--- src/rtl/contador_ms_16b_pkg.sv ---
// Shared definitions for the millisecond counter: FSM state encoding and counter width.
package contador_ms_16b_pkg;

    localparam int unsigned ANCHO_CUENTA = 16;

    typedef enum logic [1:0] {
        EST_REPOSO   = 2'b00,
        EST_CONTANDO = 2'b01,
        EST_PAUSA    = 2'b10
    } estado_e;

endpackage

--- src/rtl/contador_ms_16b_divisor_ms.sv ---
// Clock prescaler: counts enabled cycles modulo CICLOS_POR_MS and flags the terminal count.
// The clear input overrides the enable and suppresses the terminal-count flag.
module contador_ms_16b_divisor_ms #(
    parameter int unsigned CICLOS_POR_MS = 100000
) (
    input  logic clk,
    input  logic rst_n,
    input  logic en_i,
    input  logic clr_i,
    output logic fin_o
);

    localparam int unsigned AnchoPre = (CICLOS_POR_MS > 2) ? $clog2(CICLOS_POR_MS) : 1;
    localparam logic [AnchoPre-1:0] Terminal = AnchoPre'(CICLOS_POR_MS - 1);

    logic [AnchoPre-1:0] pre_q, pre_d;
    logic                fin;

    assign fin   = en_i && !clr_i && (pre_q == Terminal);
    assign fin_o = fin;

    // Next prescaler value: clear wins, then wrap on terminal count, else advance when enabled.
    always_comb begin
        pre_d = pre_q;
        if (clr_i) begin
            pre_d = '0;
        end else if (en_i) begin
            pre_d = fin ? '0 : pre_q + AnchoPre'(1);
        end
    end

    // Prescaler register.
    always_ff @(posedge clk or negedge rst_n) begin
        if (!rst_n) begin
            pre_q <= '0;
        end else begin
            pre_q <= pre_d;
        end
    end

endmodule

--- src/rtl/contador_ms_16b.sv ---
// Millisecond counter with start/pause/clear FSM, tick and overflow pulses.
// Optional build macro CONTADOR_SATURA_EN: saturate at 0xFFFF and park in PAUSA instead of wrapping.
module contador_ms_16b
    import contador_ms_16b_pkg::*;
#(
    parameter int unsigned CICLOS_POR_MS = 100000,
    parameter int unsigned ANCHO         = ANCHO_CUENTA
) (
    input  logic             clk,
    input  logic             rst_n,
    input  logic             iniciar,
    input  logic             detener,
    input  logic             limpiar,
    output logic [ANCHO-1:0] cuenta,
    output logic             tick_ms,
    output logic             desborde,
    output logic [1:0]       estado
);

`ifdef CONTADOR_SATURA_EN
    localparam bit Satura = 1'b1;
`else
    localparam bit Satura = 1'b0;
`endif

    estado_e          estado_q, estado_d;
    logic [ANCHO-1:0] cuenta_q, cuenta_d;
    logic             tick_q, tick_d;
    logic             desb_q, desb_d;

    logic pre_en, pre_clr, fin_ms, cuenta_max, satura_ahora;

    assign cuenta_max   = &cuenta_q;
    // Terminal count while already at full scale in saturating builds.
    assign satura_ahora = Satura && fin_ms && cuenta_max;

    assign pre_en  = (estado_q == EST_CONTANDO);
    // Entering CONTANDO from REPOSO always starts a fresh millisecond.
    assign pre_clr = limpiar || ((estado_q == EST_REPOSO) && iniciar);

    contador_ms_16b_divisor_ms #(
        .CICLOS_POR_MS(CICLOS_POR_MS)
    ) u_divisor (
        .clk  (clk),
        .rst_n(rst_n),
        .en_i (pre_en),
        .clr_i(pre_clr),
        .fin_o(fin_ms)
    );

    // FSM state register.
    always_ff @(posedge clk or negedge rst_n) begin
        if (!rst_n) begin
            estado_q <= EST_REPOSO;
        end else begin
            estado_q <= estado_d;
        end
    end

    // FSM next state; limpiar beats detener beats iniciar.
    always_comb begin
        estado_d = estado_q;
        if (limpiar) begin
            estado_d = EST_REPOSO;
        end else begin
            unique case (estado_q)
                EST_REPOSO: begin
                    if (iniciar) estado_d = EST_CONTANDO;
                end
                EST_CONTANDO: begin
                    if (detener || satura_ahora) estado_d = EST_PAUSA;
                end
                EST_PAUSA: begin
                    if (iniciar && !(Satura && cuenta_max)) estado_d = EST_CONTANDO;
                end
                default: estado_d = EST_REPOSO;
            endcase
        end
    end

    // Accumulator and pulse outputs; a terminal count still completes even if detener is set.
    always_comb begin
        cuenta_d = cuenta_q;
        tick_d   = 1'b0;
        desb_d   = 1'b0;
        if (limpiar) begin
            cuenta_d = '0;
        end else if (satura_ahora) begin
            desb_d = 1'b1;
        end else if (fin_ms) begin
            cuenta_d = cuenta_q + ANCHO'(1);
            tick_d   = 1'b1;
            desb_d   = cuenta_max;
        end
    end

    // Output registers.
    always_ff @(posedge clk or negedge rst_n) begin
        if (!rst_n) begin
            cuenta_q <= '0;
            tick_q   <= 1'b0;
            desb_q   <= 1'b0;
        end else begin
            cuenta_q <= cuenta_d;
            tick_q   <= tick_d;
            desb_q   <= desb_d;
        end
    end

    assign cuenta   = cuenta_q;
    assign tick_ms  = tick_q;
    assign desborde = desb_q;
    assign estado   = estado_q;

endmodule

--- config.mk ---
export PLATFORM = sky130hd
export DESIGN_NAME = contador_ms_16b
export DESIGN_NICKNAME = d
export VERILOG_FILES = /design/src/rtl/contador_ms_16b_pkg.sv /design/src/rtl/contador_ms_16b_divisor_ms.sv /design/src/rtl/contador_ms_16b.sv
export SDC_FILE = /design/constraint.sdc
export NUM_CORES = 1
export LEC_CHECK = 0
export ABC_AREA = 1
export ABC_CLOCK_PERIOD_IN_PS = 1700
export CORE_MARGIN = 3
export CORE_UTILIZATION = 44
export CTS_BUF_LIST = sky130_fd_sc_hd__clkbuf_2 sky130_fd_sc_hd__clkbuf_4 sky130_fd_sc_hd__clkbuf_8
export CTS_CLUSTER_DIAMETER = 100
export DETAILED_ROUTE_END_ITERATION = 16
export PLACE_DENSITY_LB_ADDON = 0.05
export SLEW_MARGIN = 30
export SYNTH_ARGS = -nofsm -noshare
export SYNTH_HDL_FRONTEND = slang
export SYNTH_SLANG_ARGS = --single-unit
--- constraint.sdc ---
create_clock -name clk -period 1.7 [get_ports clk]
set_input_delay 0.17 -clock clk [delete_from_list [all_inputs] [get_ports clk]]
set_output_delay 0.17 -clock clk [all_outputs]
set_load 0.005 [all_outputs]
==> impl_metrics.csv <==
group,metric,value,unit
drt,drt_iter0_drc,110,
drt,routed_wire_length_per_instance,12.4,um
layout,final_nets,378,
layout,n_fill_cell,480,
floorplan,die_x,77.5,um
timing,setup-tns-final,0,ns
power_and_ir_drop,power.leakage,1.31,nW
critical_path,crit_path_max_fanout,4,
critical_path,cp_slowest_cell,"dfrtp_1",
placement,gp_congestion,0.858,
critical_path,timing.reg2reg.worst_path_depth,8,
timing,setup_viol,0,
critical_path,crit_reg_reg_startpoint,"u_divisor.pre_q[0]",
timing,worst_clock_skew,0.00473,ns
global_route,pin_count_of_the_biggest_net_entering_global_routing,38,
critical_path,startpoint,"u_divisor.pre_q[0]",
timing,tightestPinTransition,0.277,ns
floorplan,fp.coreArea,4850,um2
layout,multi_input_logic_area,1150,um2
global_route,via_count_of_the_first_global_routing_pass,2054,
clock_network,cts.sink_count,37,
floorplan,start_util,0.464,
yosys,synth-warning-count,0,
critical_path,regToRegEndpoint,"cuenta[0]",
clock_network,insertion_delay,0.29,ns
placement,port_buffers,24,
run,maxCapViolCount,0,
layout,post_route_cells_drive_above_1_share,0.105,
timing,period_minus_slack,1.57,ns
timing,rsz_0062_raised_after_global_routing,"no",
placement,detailed_placer_s_ending_hpwl,3940,um
clock_network,cts_tree,"done",
global_route,first_pass_grt_wire_length,9540,um
placement,place.detailed.instances,426,
critical_path,timing.critical_path.to_type,"flop",
global_route,grt-ovfl-total,0,
clock_network,clk_path_buf_depth,2,
floorplan,fp.dieH,77.5,um
critical_path,worst_path_dominant_cell_family,"simple AND/OR/NAND/NOR gates",
yosys,syn-mean-instance-area,6.88,um2
layout,register_area,926,um2
critical_path,cpPeakStageDelay,0.39,ns
floorplan,placement_rows,25,
min_path,worst_hold_check_path_type,"input port to asynchronous set/reset pin",
critical_path,reg2reg_setup_slack,0.13,ns
floorplan,dieArea,6010,um2
timing,hold_violations,0,
timing,final.period_utilization,0.923,
layout,most-common-layout-cells,"115 x nand2_1, 40 x nor2_1, 39 x inv_1",
floorplan,io_pins,25,
clock_network,cts_root_buffer,"clkbuf_8",
drt,routed-via-count,2173,
drt,drt_pass1_iterations,4,
status,status,"finished clean",
yosys,synth.yosys.seq_area_share,0.411,
drt,avgViaCountPerCell,4.95,
global_route,grt_antenna_before_repair,0,
critical_path,critical_path.cell_chain,"ha_2 > nand3_1 > nor2_2 > nand3_2 > buf_4 > inv_1 > nand2_1 > o21ai_0",
timing,max-slew-margin-rel,0.815,
timing,maxClockFrequency,0.638,GHz
timing,final-max-slew-violation-count,0,
critical_path,critPathLaunchType,"flop",
clock_network,path_clk_slew,0.07,ns
critical_path,worstSetupPathType,"flop to flop",
layout,synthToLayoutAreaGrowth,23.7,%
yosys,synthCells,327,
power_and_ir_drop,power.density_cell_area,599,nW/um2
drt,drcViolationCount,0,
power_and_ir_drop,ir_worst_vdd,0.000313,V
global_route,globalRouteTotalUtil,0.198,
drt,routed_wl,5460,um
critical_path,worst-path-buf-inv,2,
yosys,syn-cell-area,2250,um2
yosys,postSynthRegisterBits,37,
critical_path,timing.critical_path.arrival,1.78,ns
layout,stdcell_count,439,
clock_network,numCtsBuffers,5,
layout,most_frequent_standard_cell_in_the_layout_excluding_fill_and_tap_cells,"nand2_1",
yosys,post_synth_num_cell_types,23,
yosys,post_synthesis_net_count,334,
clock_network,cts-htree-levels,2,
critical_path,critical_path_required,1.91,ns
drt,ant_nets,0,
layout,antenna-diode-count,0,
-- worst max path at each step --
stage | to | cells after the start
floorplan | cuenta[9] | 9
global route | cuenta[1] | 8
global placement | u_divisor.pre_q[14] | 9
detailed placement | u_divisor.pre_q[13] | 9
finish | cuenta[0] | 8
CTS | u_divisor.pre_q[13] | 8
-- cell families (layout without fill, tap and decap cells) --
kind of cell	count (synthesis)	after routing	share of synthesized area
AO/OA/AOI/OAI	25	25	0.0623
XOR/XNOR	11	11	0.0428
adder cells (fa/ha/maj)	2	2	0.0111
buffers and inverters	45	90	0.0839
flip-flops	37	37	0.411
AND/OR/NAND/NOR	207	207	0.389
-- metal layers --
layer | GRT usage | vias to the layer above | wire length (um)
met5 | 0 | - | 0
met4 | 0.0552 | 0 | 57
met3 | 0.0383 | 7 | 355
met2 | 0.292 | 56 | 2330
met1 | 0.295 | 992 | 2720
li1 | - | 1118 | -
-- power breakdown --
part / internal (mW) / total [mW] / leakage, nW / switching [mW]
combinational: 0.0485 / 0.129 / 0.750 / 0.0801
clock: 0.339 / 0.645 / 0.0498 / 0.305
sequential: 0.886 / 0.893 / 0.515 / 0.00697
-- worst register-to-register path: cells and delay by family (launching register included) --
family | cells | cell delay (ns)
AOI/OAI and AO/OA | 1 | 0.07
adders and majority gates | 1 | 0.21
buffers and inverters | 2 | 0.33
DFF | 1 | 0.39
and+or+nand+nor | 4 | 0.48
-- metrics by stage --
| stage | hold WS, ns | power, mW | utilization | instance area, um2 | setup slack (ns) |
|---|---|---|---|---|---|
| 6_report | 0.371 | 1.67 | 0.574 | 2780 | 0.131 |
| 5_1_grt | 0.398 | 1.74 | 0.574 | 2780 | 0.000949 |
| 4_1_cts | 0.387 | 1.68 | 0.565 | 2740 | 0.0360 |
| 3_5_place_dp | 0.155 | 1.03 | 0.544 | 2640 | 0.0376 |
| 3_3_place_gp | 0.154 | 1.03 | 0.544 | 2640 | 0.0825 |
| 2_1_floorplan | -0.126 | 0.968 | - | 2250 | 0.297 |
-- repair_timing --
item	CTS	global route
buffers inserted	0	4
gates resized for setup	0	5
endpoints found under the hold margin	37	0
hold buffers	1	0
setup endpoints to repair	0	16
-- flip-flops by register name (all words and copies together), names as in the netlist --
register	flops
desborde	1
cuenta	16
tick_ms	1
estado	2
u_divisor.pre_q	17
-- cell type report --
| type | instances | share of cell area |
|---|---|---|
| multi-input cells | 245 | 0.413 |
| clock buffers | 8 | 0.0328 |
| well taps | 67 | 0.0301 |
| flip-flops and latches | 37 | 0.333 |
| inverters | 41 | 0.0553 |
| repair buffers | 41 | 0.136 |
-- synthesized netlist by cell type --
cell	n	area [um2]
buf_4	1	7.51
nand2_4	1	11.3
ha_1	2	25.0
inv_1	39	146
nand2_2	1	6.26
o22ai_1	2	12.5
or2_2	1	6.26
xor2_1	11	96.3
buf_6	2	22.5
buf_2	1	5.00
nor3_1	6	30.0
o21bai_1	5	37.5
nor2_2	3	18.8
inv_2	2	7.51
dfrtp_1	37	926
nand3b_1	1	7.51
nand4_1	9	56.3
nand3_2	2	20.0
nand2_1	116	435
o21ai_0	13	65.1
nor2_1	42	158
nand3_1	25	125
a21oi_1	5	25.0
(Power assumes the default switching activity.)
